[src/rtl/mips_irq_pkg.sv]
// Shared constants, register offsets and FSM encoding for the mips_irq_ctl interrupt controller.
package mips_irq_pkg;

    localparam int unsigned DATA_W = 32;
    localparam int unsigned ID_W   = 4;
    localparam int unsigned OFF_W  = 5;

    localparam logic [OFF_W-1:0] IRQ_OFF_PEND = 5'h00;
    localparam logic [OFF_W-1:0] IRQ_OFF_MASK = 5'h04;
    localparam logic [OFF_W-1:0] IRQ_OFF_VEC  = 5'h08;
    localparam logic [OFF_W-1:0] IRQ_OFF_EOI  = 5'h0C;
    localparam logic [OFF_W-1:0] IRQ_OFF_STAT = 5'h10;

    // Word-store access code on the core's mem_ctl bus
    localparam logic [3:0] IRQ_MEM_SW = 4'b1100;

    typedef enum logic [1:0] {
        IDLE    = 2'd0,
        REQ     = 2'd1,
        SERVICE = 2'd2
    } irq_state_e;

    // Handler address for a source: base plus id scaled by the vector stride
    function automatic logic [DATA_W-1:0] vec_addr(
        input logic [DATA_W-1:0] base,
        input logic [ID_W-1:0]   id,
        input int unsigned       shift
    );
        return base + (DATA_W'(id) << shift);
    endfunction

endpackage

[src/rtl/irq_prio_enc.sv]
// Lowest-index-wins priority encoder: index 0 is the highest priority source.
module irq_prio_enc
    import mips_irq_pkg::*;
#(
    parameter int unsigned NSRC = 8
) (
    input  logic [NSRC-1:0] req,
    output logic            valid,
    output logic [ID_W-1:0] id
);

    // Scan downwards so the last hit written is the lowest set index
    always_comb begin
        valid = 1'b0;
        id    = '0;
        for (int i = int'(NSRC) - 1; i >= 0; i--) begin
            if (req[i]) begin
                valid = 1'b1;
                id    = ID_W'(i);
            end
        end
    end

endmodule

[src/rtl/mips_irq_ctl.sv]
// Memory-mapped interrupt controller: pending/mask registers, fixed priority, one request at a time.
// Define IRQ_LEVEL_EN for level-sensitive sources; default build detects rising edges.
module mips_irq_ctl
    import mips_irq_pkg::*;
#(
    parameter int unsigned       NSRC      = 8,
    parameter logic [DATA_W-1:0] BASE_ADDR = 32'h0000_7F00,
    parameter logic [DATA_W-1:0] VEC_RESET = 32'h0000_0050,
    parameter int unsigned       VEC_SHIFT = 3
) (
    input  logic              clk,
    input  logic              rst,
    input  logic [NSRC-1:0]   irq_src_i,
    input  logic [DATA_W-1:0] addr,
    input  logic [DATA_W-1:0] din,
    input  logic [3:0]        mem_ctl,
    output logic [DATA_W-1:0] dout,
    output logic              irq_req_o,
    output logic [DATA_W-1:0] irq_addr_o
);

    localparam logic [DATA_W-1:0] VEC_LOW = (DATA_W'(1) << VEC_SHIFT) - DATA_W'(1);

    irq_state_e        state_q, state_d;
    logic [ID_W-1:0]   cur_id_q, cur_id_d;
    logic              irq_req_d;
    logic [DATA_W-1:0] irq_addr_d;
    logic [NSRC-1:0]   mask_q;
    logic [DATA_W-1:0] vec_base_q;
    logic [NSRC-1:0]   pending;
    logic              enc_valid;
    logic [ID_W-1:0]   enc_id;
    logic              hit;
    logic [OFF_W-1:0]  off;
    logic              wr;
    logic              wr_eoi;
    logic              in_service;

    // Bus decode
    assign hit        = (addr[DATA_W-1:OFF_W] == BASE_ADDR[DATA_W-1:OFF_W]);
    assign off        = addr[OFF_W-1:0];
    assign wr         = hit && (mem_ctl == IRQ_MEM_SW);
    assign wr_eoi     = wr && (off == IRQ_OFF_EOI);
    assign in_service = (state_q == SERVICE);

    // MASK and VEC_BASE registers
    always_ff @(posedge clk) begin
        if (rst) begin
            mask_q     <= '0;
            vec_base_q <= VEC_RESET;
        end else if (wr) begin
            if (off == IRQ_OFF_MASK) mask_q     <= din[NSRC-1:0];
            if (off == IRQ_OFF_VEC)  vec_base_q <= din & ~VEC_LOW;
        end
    end

`ifdef IRQ_LEVEL_EN
    // Level mode: pending is simply the enabled live lines
    assign pending = irq_src_i & mask_q;
`else
    logic [NSRC-1:0] src_q;
    logic [NSRC-1:0] pend_q;
    logic [NSRC-1:0] rise;
    logic [NSRC-1:0] w1c;
    logic [NSRC-1:0] req_clr;

    assign rise    = irq_src_i & ~src_q;
    assign w1c     = (wr && (off == IRQ_OFF_PEND)) ? din[NSRC-1:0] : '0;
    assign req_clr = (state_q == REQ) ? (NSRC'(1) << cur_id_q) : '0;

    // A new edge wins over any clear landing on the same bit
    always_ff @(posedge clk) begin
        if (rst) begin
            src_q  <= '0;
            pend_q <= '0;
        end else begin
            src_q  <= irq_src_i;
            pend_q <= (pend_q & ~w1c & ~req_clr) | rise;
        end
    end

    assign pending = pend_q;
`endif

    irq_prio_enc #(
        .NSRC (NSRC)
    ) u_prio_enc (
        .req   (pending & mask_q),
        .valid (enc_valid),
        .id    (enc_id)
    );

    // FSM state and registered outputs
    always_ff @(posedge clk) begin
        if (rst) begin
            state_q    <= IDLE;
            cur_id_q   <= '0;
            irq_req_o  <= 1'b0;
            irq_addr_o <= VEC_RESET;
        end else begin
            state_q    <= state_d;
            cur_id_q   <= cur_id_d;
            irq_req_o  <= irq_req_d;
            irq_addr_o <= irq_addr_d;
        end
    end

    // Next state: latch winner in IDLE, pulse in REQ, hold in SERVICE until EOI
    always_comb begin
        state_d    = state_q;
        cur_id_d   = cur_id_q;
        irq_req_d  = 1'b0;
        irq_addr_d = irq_addr_o;
        case (state_q)
            IDLE: begin
                if (enc_valid) begin
                    cur_id_d   = enc_id;
                    irq_addr_d = vec_addr(vec_base_q, enc_id, VEC_SHIFT);
                    irq_req_d  = 1'b1;
                    state_d    = REQ;
                end
            end
            REQ:     state_d = SERVICE;
            SERVICE: if (wr_eoi) state_d = IDLE;
            default: state_d = IDLE;
        endcase
    end

    // Read mux, combinational from the address
    always_comb begin
        dout = '0;
        if (hit) begin
            case (off)
                IRQ_OFF_PEND: dout = DATA_W'(pending);
                IRQ_OFF_MASK: dout = DATA_W'(mask_q);
                IRQ_OFF_VEC:  dout = vec_base_q;
                IRQ_OFF_STAT: dout = {27'b0, in_service, cur_id_q};
                default:      dout = '0;
            endcase
        end
    end

endmodule

[config.mk]
export PLATFORM = sky130hd
export DESIGN_NAME = mips_irq_ctl
export DESIGN_NICKNAME = d
export VERILOG_FILES = /design/src/rtl/mips_irq_pkg.sv /design/src/rtl/irq_prio_enc.sv /design/src/rtl/mips_irq_ctl.sv
export SDC_FILE = /design/constraint.sdc
export NUM_CORES = 1
export LEC_CHECK = 0
export BUFFER_PORTS_ARGS = -buffer_cell sky130_fd_sc_hd__buf_2
export CORE_MARGIN = 4
export CORE_UTILIZATION = 42
export DETAILED_ROUTE_END_ITERATION = 16
export GPL_TIMING_DRIVEN = 0
export MAX_ROUTING_LAYER = met4
export PLACE_DENSITY = 0.71
export SLEW_MARGIN = 10
export SYNTH_ARGS = -nofsm -noshare
export SYNTH_HDL_FRONTEND = slang
export SYNTH_SLANG_ARGS = --single-unit
[constraint.sdc]
create_clock -name clk -period 4.15 [get_ports clk]
set_input_delay 1.245 -clock clk [delete_from_list [all_inputs] [get_ports clk]]
set_output_delay 1.245 -clock clk [all_outputs]
set_load 0.02 [all_outputs]
Word-level counts from Yosys, hierarchy flattened:

Index checks and enable logic that the tools add are counted.

* register bits after elaboration: 92
* bits in latches: 0
* bits in writable memories: 0
* bits in read-only memories: 0
* output and inout bits: 65
* memories: 0

* add/subtract/negate cells: 1
* multipliers: 0
* div/mod/pow operators: 0
* order comparisons: 0
* equal/unequal tests: 10
* shift-type cells: 1
* muxes and demuxes: 24
* bitwise operators: 9
* reductions and logical operators: 10

Operators by type and width (count)
* one-hot mux 32 bit (4 select lines): 1
* adder 32 x 7 -> 32 bit: 1
* bitwise AND 8 bit: 4
* 2-to-1 mux 32 bit: 1
* equality test 27 x 10 -> 1 bit, second input constant: 1
* 2-to-1 mux 3 bit: 8
* NOT 8 bit: 3
* 2-to-1 mux 8 bit: 2
* equality test 5 x 4 -> 1 bit, second input constant: 2
* 2-to-1 mux 1 bit: 9
* bitwise OR 8 bit: 1
* AND reduction 2 bit: 4
* left shift 1 x 4 -> 8 bit, first input constant: 1
* one-hot mux 2 bit (3 select lines): 1
* equality test 5 x 3 -> 1 bit, second input constant: 1
* equality test 5 bit, second input constant: 1
* logical NOT 5 bit: 1
* equality test 4 bit, second input constant: 1
* 2-to-1 mux 2 bit: 2
* inequality test 2 bit, second input constant: 2
* logical AND 1 bit: 3
* equality test 2 x 1 -> 1 bit, second input constant: 1
* equality test 2 bit, second input constant: 1
* logical NOT 2 bit: 1
* 2 further kinds: 2

Longest topological paths before layout:

Gate-level depths: netlist of run 1.

* word-level depth: 11
* depth in mapped cells: 12
* gate-level depth less buffers: 11

Modules after synthesis:

From an unflattened synthesis of run 1, not the netlist that was laid out.

* cell total of the unflattened synthesis: 505
* area total of the unflattened synthesis: 4500.6 um^2

Modules (own cells, without submodules)
* mips_irq_ctl: times used 1, cells each 490, area an instance 4409.2 um^2, sequential area each 1781.7 um^2
* irq_prio_enc: times used 1, cells each 15, area an instance 91.3 um^2, sequential area each 0.0 um^2

Worst setup path before layout of run 1:

No wires, ideal clock.

* path type: input port to output port
* start: in addr[22]
* end: out dout[18]
* data arrival time: 2.686 ns
* required time: 2.905 ns
* path slack: 0.219 ns
* cell stages on the path: 6
* cells stage by stage: nor4_1 > nand3_1 > clkbuf_1 > nor3_2 > clkbuf_1 > and2_1

* cells in the longest elaborated chain, start to end: 2

Ends and longest elaborated chain
* start: declaration: line mips_irq_ctl.sv:14 `input logic [DATA_W-1:0] addr,`
* equality test 27 x 10 -> 1 bit: line mips_irq_ctl.sv:40 `assign hit = (addr[DATA_W-1:OFF_W] == BASE_ADDR[DATA_W-1:OFF_W]);`
* 2-to-1 mux 32 bit: line mips_irq_ctl.sv:132 `if (hit) begin`
* end: declaration: line mips_irq_ctl.sv:17 `output logic [DATA_W-1:0] dout,`

Every way passes these cells.

Worst setup path after layout of run 1:

* start: in addr[15]
* end: out dout[4]

The elaborated chain is that of the path after synthesis.

==> results of run 1 <==
## area by class of cell
cell class	count	area, µm²	area share [%]
plain buffers	29	148	2.67
clock buffers	10	138	2.49
clock inverters	6	91.3	1.65
inverters	19	71.3	1.29
multi-input cells	362	2440	44.1
flip-flops and latches	88	1760	31.8
well taps	133	166	3.00
repair buffers	142	721	13.0
## worst max-delay path by stage
stage	start	slack (ns)	to
floorplan	addr[22]	0.22	dout[18]
global route	addr[15]	-0.003	dout[4]
finish	addr[15]	0.12	dout[4]
CTS	addr[15]	0.008	dout[4]
detailed placement	addr[22]	-0.56	dout[23]
global placement	addr[17]	-0.57	dout[29]
## cells in the final DEF, fill, tap and decap left out, types with 3 or more instances in the layout
cell                       synthesis  final
sky130_fd_sc_hd__nand4_1           5      5
sky130_fd_sc_hd__a211oi_1         10     10
sky130_fd_sc_hd__clkbuf_1         17     13
sky130_fd_sc_hd__clkbuf_8          0     10
sky130_fd_sc_hd__a21oi_1          30     29
sky130_fd_sc_hd__and3_1            3      3
sky130_fd_sc_hd__and4_1            3      3
sky130_fd_sc_hd__a22oi_1           7      7
sky130_fd_sc_hd__o21ai_0          21     21
sky130_fd_sc_hd__mux2i_1          35     35
sky130_fd_sc_hd__xnor2_1          27     27
sky130_fd_sc_hd__ha_1              3      3
sky130_fd_sc_hd__nor4_1           10      9
sky130_fd_sc_hd__dfxtp_1          88     88
sky130_fd_sc_hd__buf_1             3      3
sky130_fd_sc_hd__nor3_1           15     14
sky130_fd_sc_hd__o311ai_0          4      4
sky130_fd_sc_hd__mux2_2            3      3
sky130_fd_sc_hd__nor2b_1          11     11
sky130_fd_sc_hd__nor2_1           63     62
sky130_fd_sc_hd__a222oi_1          4      4
sky130_fd_sc_hd__clkbuf_4          0      3
sky130_fd_sc_hd__conb_1            1      3
sky130_fd_sc_hd__a31oi_1           8      8
sky130_fd_sc_hd__nand3_1          19     19
sky130_fd_sc_hd__nor4_4            3      4
sky130_fd_sc_hd__inv_1            19     19
sky130_fd_sc_hd__buf_2             4    141
sky130_fd_sc_hd__nand2_1          23     23
sky130_fd_sc_hd__buf_4             6     10
sky130_fd_sc_hd__and2_1           17     17
sky130_fd_sc_hd__a21o_1            8      8
## per-stage QoR
| step | util [%] | worst slack, ns | area, µm² | setup TNS [ns] | hold slack, ns |
|---|---|---|---|---|---|
| detailed placement | 52.6 | -0.560 | 5220 | -8.94 | 0.442 |
| global route | 55.9 | -0.00347 | 5540 | -0.00347 | 0.477 |
| global placement | 52.6 | -0.569 | 5220 | -9.09 | 0.436 |
| finish | 55.9 | 0.124 | 5540 | 0 | 0.459 |
| floorplan | - | 0.219 | 4360 | 0 | 0.429 |
| CTS | 55.4 | 0.00846 | 5490 | 0 | 0.459 |
## critical path, cell delays in order
cell                       delay, ns
sky130_fd_sc_hd__buf_2          0.12
sky130_fd_sc_hd__nor4_4         0.31
sky130_fd_sc_hd__nand4_4        0.18
sky130_fd_sc_hd__clkbuf_4       0.25
sky130_fd_sc_hd__nor2_2         0.17
sky130_fd_sc_hd__o31ai_4        0.15
sky130_fd_sc_hd__a21oi_2        0.17
sky130_fd_sc_hd__buf_2          0.18
## per-layer routing
| metal | vias to the layer above | global-route usage, % |
|---|---|---|
| met3 | 25 | 4.70 |
| met4 | 0 | 7.39 |
| met2 | 176 | 35.7 |
| met1 | 1953 | 27.8 |
| met5 | - | - |
| li1 | 2064 | - |
## power by group through the flow
| stage | registers [mW] | logic [mW] | clock network (mW) |
|---|---|---|---|
| global route | 0.867 | 0.112 | 0.725 |
| CTS | 0.865 | 0.0993 | 0.684 |
| detailed placement | 0.885 | 0.0973 | 0 |
| finish | 0.866 | 0.101 | 0.680 |
| floorplan | 0.882 | 0.0435 | 0 |
| global placement | 0.884 | 0.0949 | 0 |
## registers in the layout (all words and copies together) (netlist names)
register and flops:
cur_id_q 3, irq_addr_o 29, irq_req_o 1, mask_q 8, pend_q 8, src_q 8
state_q 2, vec_base_q 29
## cell families after synthesis
family / share of synthesized area, %
simple gates: 24.1
compound gates: 14.9
buf+inv: 4.86
xor+xnor: 5.43
fa+ha+maj: 1.32
mux: 8.83
flops: 40.5
other cells: 0.0862
## repair_timing
action | CTS | global route
pin swaps | 2 | 1
setup endpoints to repair | 25 | 25
resized for setup | 8 | 8
setup buffers | 2 | 2
==> metrics.md, run 1 <==
| Metric | Value |
|---|---|
| Worst reg2reg path depth | 10 |
| Routed wirelength normalized by instance count | 16.2 µm |
| Syn avg cell area | 8.76 µm² |
| Internal power contribution | 1.26 mW |
| DRC | 0 |
| Filler-free cell count of the finished design | 789 |
| Number of sinks driven by the clock tree | 88 |
| Die Footprint | 12,100 µm² |
| Total global-route track usage | 22.2% |
| Least-Margin Pin Slew | 0.749 ns |
| Required time of the critical path | 2.90 ns |
| Clock tree root driver cell | sky130_fd_sc_hd__clkbuf_8 |
| Crit Path Max Fanout | 10 |
| Antenna fix cells | 0 |
| Leftover overflow at the end of global routing | 0 |
| Clock edge transition at the registers on the reported setup and hold paths | 0.09 ns |
| Hold bufs inserted after CTS | 0 |
| Number of clock buffers inserted by TritonCTS | 9 |
| Starting density of the core | 43.9% |
| Distinct cells, synth | 52 |
| Achievable frequency | 0.248 GHz |
| Switching power | 385 µW |
| Outcome | finished, final reports clean |
| Die X | 110 µm |
| Capturing point of the worst reg2reg path | irq_addr_o[24]$_SDFFE_PP0P_ |
| Reg2reg start | pend_q[7]$_SDFF_PP0_ |
| Antenna violations before repair | 0 |
| Register bit total from synthesis | 88 |
| Share of the clock period used by the worst path | 97.0% |
| Hold violation count in the final report | 0 |
| Hold Path Depth | 2 |
| Pin count of the biggest net entering global routing | 16 |
| Core Area | 9910 µm² |
| Clock period minus worst slack | 4.03 ns |
| Count of flip-flops with a built-in enable after synthesis | 0 |
| Fillers | 933 |
| Hold/Removal Path Class | flop to flop |
| Post-detailed-routing wire length | 12.8 mm |
| Area fraction of the dominant cell type after synthesis | 40.5% |
| Count of yosys warnings during synthesis | 0 |
| Slew Viols, Final | 0 |
| Clock latency at the later pin of the worst-skew pair | 0.36 ns |
| Critical path start-end classification | input pin to output port |
| Max capacitance violation total | 0 |
| Crit path DAT | 2.78 ns |
| Number of standard-cell rows in the floorplan | 36 |
| Static Leakage | 2.27 nW |
| Met2 WL post-DR | 6.00 mm |
| Detailed route wirelength on metal3 | 1.00 mm |
| Share of flip-flops with an asynchronous set or reset | 0% |
| Min-Delay Startpoint | src_q[2]$_SDFF_PP0_ |
| Fraction of final layout cells with drive strength greater than 1 | 29.1% |
| P per Cell Area | 297 nW/µm² |
| Die height | 110 µm |
| Power share of the sequential group | 52.6% |
| Port Buf Inserts | 138 |
| Relative slew slack | 49.7% |
| Area of the mapped netlist | 4350 µm² |
| Number of failing setup endpoints in the final timing report | 0 |
| Post-Synthesis Cells | 497 |
| Post-layout total power | 1.65 mW |
| Layout area overhead | 27.3% |
| Top layer reached by signal wires | met4 |
| Sequential fraction of the synthesis area | 40.5% |
| Share of power burned in the clock network | 41.3% |
| # nets final | 733 |
| Crit start category | input pin |
| First-pass GRT wire length | 20.4 mm |
| R2r setup slk | 1.41 ns |
| Remaining antenna violation count after routing | 0 |
| Routability-driven placement congestion ratio | 0.927 |
| Hold Path End | pend_q[2]$_SDFF_PP0_ |
| Library cell with the highest instance count after synthesis | sky130_fd_sc_hd__dfxtp_1 |
| Total instance count after detailed placement | 770 |
| CP Capture Type | output port |
| Synth cell count leaders | sky130_fd_sc_hd__dfxtp_1 (88), sky130_fd_sc_hd__nor2_1 (63), sky130_fd_sc_hd__mux2i_1 (35) |
| Routed via count | 4,218 |
| Detailed Route Iter0 Violations | 267 |
| Routed length on met1 | 5.53 mm |
| Top-level I/O count | 143 |
| Post-detail-place hpwl | 9.61 mm |
| Iteration count of the initial detailed-routing pass | 5 |
| Largest area contributor in the netlist | sky130_fd_sc_hd__dfxtp_1 |
| Worst supply voltage drop on vdd | 0.164 mV |
| Ratio of routed vias to standard cells | 5.35 |
| Top area cells in the synthesized netlist | sky130_fd_sc_hd__dfxtp_1 (40%), sky130_fd_sc_hd__mux2i_1 (8.1%), sky130_fd_sc_hd__nor2_1 (5.4%) |
| Predominant post-synthesis flop cell | sky130_fd_sc_hd__dfxtp_1 |
| Power share of the combinational group | 6.1% |
| Net switching share of the total power | 23.3% |
| Count of H-tree levels built during CTS | 3 |
| Setup clock skew after layout | 0.00770 ns |
| Number of global-route vias before repair | 4,166 |
| CTS tree | built |
| Clock tree buffer depth | 2 |
No activity file was read; power rests on OpenSTA's default activity.
==> run 2, diff against run 1 <==
Settings changed: ABC_AREA from default to 1, PLACE_DENSITY 0.71 to 0.69.
==> run 2 against run 1 <==
Power up 6.5%. Flip-flop and latch count is the same. Global-route usage up 0.91 points. Maximum frequency rose by 1.7%. Largest cell class unchanged. Largest power group unchanged. Highest routed layer unchanged.
==> metrics.md, run 2 <==
| Metric | Value |
|---|---|
| Pin count of the biggest net entering global routing | 13 (-3) |
| Power share of the combinational group | 7.3% (+1.2 points) |
| Power share of the sequential group | 49.2% (-3.4 points) |
| Required time of the critical path | 2.90 ns (about the same) |
| Worst stage delay on the critical path | 0.26 ns (-0.05 ns) |
| Leftover overflow at the end of global routing | 0 (unchanged) |
| Clock latency at the later pin of the worst-skew pair | 0.34 ns (-0.02 ns) |
| Clock edge transition at the registers on the reported setup and hold paths | 0.06 ns (-0.03 ns) |
| Count of flip-flops with a built-in enable after synthesis | 0 (unchanged) |
| Largest area contributor in the netlist | sky130_fd_sc_hd__dfxtp_1 |
| Remaining antenna violation count after routing | 0 (unchanged) |
| Kind of cell adding the most delay to the critical path | buffers and inverters |
| Hold/Removal Path Class | flop to flop |
| Critical path start-end classification | input pin to output port |
| Most common cell after layout, fill and taps aside | sky130_fd_sc_hd__nand2_1 |
| Crit Path Max Fanout | 10 (unchanged) |
| Hold violation count in the final report | 0 (unchanged) |
| Clock period minus worst slack | 3.96 ns (-0.0658 ns) |
| Area fraction of the dominant cell type after synthesis | 33.2% (-7.3 points) |
| Post-detailed-routing wire length | 16.3 mm (+28%) |
| Antenna violations before repair | 1 (+1) |
| Internal power contribution | 1.36 mW (+7.8%) |
| Least-Margin Pin Slew | 0.703 ns (-0.0457 ns) |
| Worst slack on hold paths | 0.453 ns (-0.00604 ns) |
| P per Cell Area | 271 nW/µm² (-9.1%) |
| Static Leakage | 3.15 nW (+39%) |
| Top area cells in the synthesized netlist | sky130_fd_sc_hd__dfxtp_1 (33%), sky130_fd_sc_hd__nand2_1 (15%), sky130_fd_sc_hd__nor2_1 (12%) |
| Number of sinks driven by the clock tree | 88 (unchanged) |
| Relative slew slack | 53.1% (+3.4 points) |
| CTS tree | built |
| Top-level I/O count | 143 (unchanged) |
| Starting density of the core | 43.6% (-0.30 points) |
| Ratio of routed vias to standard cells | 4.86 (-9.0%) |
| Crit path max-delay cell type | sky130_fd_sc_hd__nand3_2 |
| Sequential fraction of the synthesis area | 33.2% (-7.3 points) |
| Switching power | 394 µW (+2.4%) |
| Net switching share of the total power | 22.4% (-0.91 points) |
| Predominant post-synthesis flop cell | sky130_fd_sc_hd__dfxtp_1 |
| Crit start category | input pin |
| Count of yosys warnings during synthesis | 0 (unchanged) |
| Routed via count | 5,825 (+38%) |
| Achievable frequency | 0.252 GHz (+1.7%) |
| Slew Viols, Final | 0 (unchanged) |
| Share of power burned in the clock network | 43.6% (+2.3 points) |
| First-pass GRT wire length | 26.2 mm (+29%) |
| Routability-driven placement congestion ratio | 0.941 (+1.6%) |
| Crit path DAT | 2.72 ns (-0.06 ns) |
| # nets final | 1,110 (+51%) |
| Die height | 120 µm (+9.6%) |
| Clock tree buffer depth | 2 (unchanged) |
| Post-Synthesis Cells | 876 (+76%) |
| Detailed Route Iter0 Violations | 463 (+73%) |
| Routed wirelength normalized by instance count | 13.6 µm (-16%) |
| Setup clock skew after layout | 0.00445 ns (-0.00324 ns) |
| Max capacitance violation total | 0 (unchanged) |
| Post-detail-place hpwl | 13.2 mm (+37%) |
| Synth cell count leaders | sky130_fd_sc_hd__nand2_1 (212), sky130_fd_sc_hd__nor2_1 (173), sky130_fd_sc_hd__inv_1 (136) |
| Setup tns final | 0 ns (unchanged) |
| Number of global-route vias before repair | 5,340 (+28%) |
| Die Footprint | 14,500 µm² (+20%) |
| Register bit total from synthesis | 88 (unchanged) |
| Share of the clock period used by the worst path | 95.4% (-1.6 points) |
| DRC | 0 (unchanged) |
| Number of clock buffers inserted by TritonCTS | 9 (unchanged) |
| Iteration count of the initial detailed-routing pass | 6 (+1) |
| Outcome | finished, final reports clean |
| Setup repair after global routing missed its margin | false |
| Top Registers | irq_addr_o x29, vec_base_q x29 |
| CP cell instances | buf_2, inv_1, nor2_1, nand3_2, inv_4, buf_2, nand2_1, nor2_1, buf_2 |
| Die X | 120 µm (+9.6%) |
| Clock tree root driver cell | sky130_fd_sc_hd__clkbuf_16 |
| Library cell with the highest instance count after synthesis | sky130_fd_sc_hd__nand2_1 |
| Hold Path Depth | 3 (+1) |
| Share of flip-flops with an asynchronous set or reset | 0% (unchanged) |
| CP Capture Type | output port |
| Number of standard-cell rows in the floorplan | 40 (+11%) |
| Worst supply voltage drop on vdd | 0.192 mV (+17%) |
| Distinct cells, synth | 33 (-37%) |
| Count of H-tree levels built during CTS | 3 (unchanged) |
| Fraction of final layout cells with drive strength greater than 1 | 20.1% (-9.0 points) |
| CP dominant cell by count | sky130_fd_sc_hd__buf_2 |
| Area of the mapped netlist | 5300 µm² (+22%) |
| Worst reg2reg path depth | 21 (+11) |
| Port Buf Inserts | 139 (+0.72%) |
| Layout area overhead | 22.3% |
| Number of failing setup endpoints in the final timing report | 0 (unchanged) |
| Core Area | 12,200 µm² (+23%) |
| CP Buf/Inv Count | 5 (+2) |
| Syn avg cell area | 6.05 µm² (-31%) |
| Path length in cells of the critical path | 9 (+1) |
| Total global-route track usage | 23.2% (+0.91 points) |
| Leading cell types in the layout, fill and taps excluded | sky130_fd_sc_hd__nand2_1 (212), sky130_fd_sc_hd__nor2_1 (173), sky130_fd_sc_hd__buf_2 (153) |
## run 2: stage by stage
step	utilization (%)	instance area, µm²	instances	power (mW)	setup slack (ns)
floorplan	-	5310	878	0.948	0.462
global placement	51.1	6220	1185	1.01	0.141
detailed placement	51.1	6220	1185	1.01	0.118
CTS	53.3	6480	1197	1.76	0.107
global route	53.3	6490	1198	1.82	0.0575
finish	53.3	6490	1198	1.75	0.189
## run 2: cells by family (layout without fill, tap and decap cells)
family | Yosys count | in the layout | synth area share [%]
DFF | 88 | 88 | 33.2
AOI/OAI and AO/OA | 71 | 71 | 7.45
other | 1 | 4 | 0.0707
xor gates and xnor gates | 9 | 9 | 1.49
and+or+nand+nor | 527 | 527 | 43.1
adders and majority gates | 4 | 4 | 1.09
buffers and inverters | 176 | 327 | 13.6
## run 2: final cells by class
type	count	area [µm²]
inverters	140	528
multi-input cells	614	2830
clock buffers	10	229
flip-flops and latches	88	1760
plain buffers	36	198
well taps	168	210
fillers	1352	5680
clock inverters	2	35.0
diodes	1	2.50
repair buffers	139	696
## run 2: worst register-to-register path: stages, from the launching register on
cell	delay [ns]
sky130_fd_sc_hd__dfxtp_1	0.34
sky130_fd_sc_hd__nand2_1	0.08
sky130_fd_sc_hd__nand3_1	0.07
sky130_fd_sc_hd__nand2_1	0.05
sky130_fd_sc_hd__nand2_1	0.05
sky130_fd_sc_hd__nand2_1	0.04
sky130_fd_sc_hd__nand2_1	0.06
sky130_fd_sc_hd__nand2_1	0.05
sky130_fd_sc_hd__nand2_1	0.08
sky130_fd_sc_hd__inv_1	0.05
sky130_fd_sc_hd__ha_1	0.23
sky130_fd_sc_hd__fa_1	0.44
sky130_fd_sc_hd__nand2_1	0.09
sky130_fd_sc_hd__nand2_1	0.05
sky130_fd_sc_hd__nand2_1	0.11
sky130_fd_sc_hd__inv_1	0.09
sky130_fd_sc_hd__nand2_1	0.12
sky130_fd_sc_hd__inv_1	0.12
sky130_fd_sc_hd__nand4_1	0.09
sky130_fd_sc_hd__nand3_1	0.12
sky130_fd_sc_hd__nand2_1	0.09
sky130_fd_sc_hd__inv_1	0.03
## run 2: layer usage
layer | GRT usage [%] | share of wire [%] | routed length (µm) | vias to the layer above
li1 | - | - | - | 3023
met1 | 32.5 | 47 | 7730 | 2544
met2 | 34.5 | 43 | 7040 | 237
met3 | 3.32 | 7.9 | 1290 | 21
met4 | 7.37 | 1.6 | 263 | 0
met5 | - | 0 | 0 | -
## run 2: timing repair
action	4_1_cts	5_1_grt
setup endpoints to repair	0	2
resized for setup	0	1
hold buffers	0	0
buffers inserted	0	0
## run 2: final timing paths
kind                                       to                    from  slack (ns)
setup / recovery                     dout[10]                 addr[3]        0.19
hold / removal           pend_q[3]$_SDFF_PP0_     src_q[3]$_SDFF_PP0_        0.45
setup reg to reg  irq_addr_o[17]$_SDFFE_PP0P_  mask_q[6]$_SDFFE_PP0P_        1.60
hold reg to reg          pend_q[3]$_SDFF_PP0_     src_q[3]$_SDFF_PP0_        0.45
## run 2: power by group through the flow
stage	Combinational (mW)	Sequential [mW]	Clock, mW
floorplan	0.0683	0.880	0
global placement	0.127	0.881	0
detailed placement	0.128	0.881	0
CTS	0.129	0.862	0.771
global route	0.147	0.863	0.806
finish	0.128	0.862	0.764
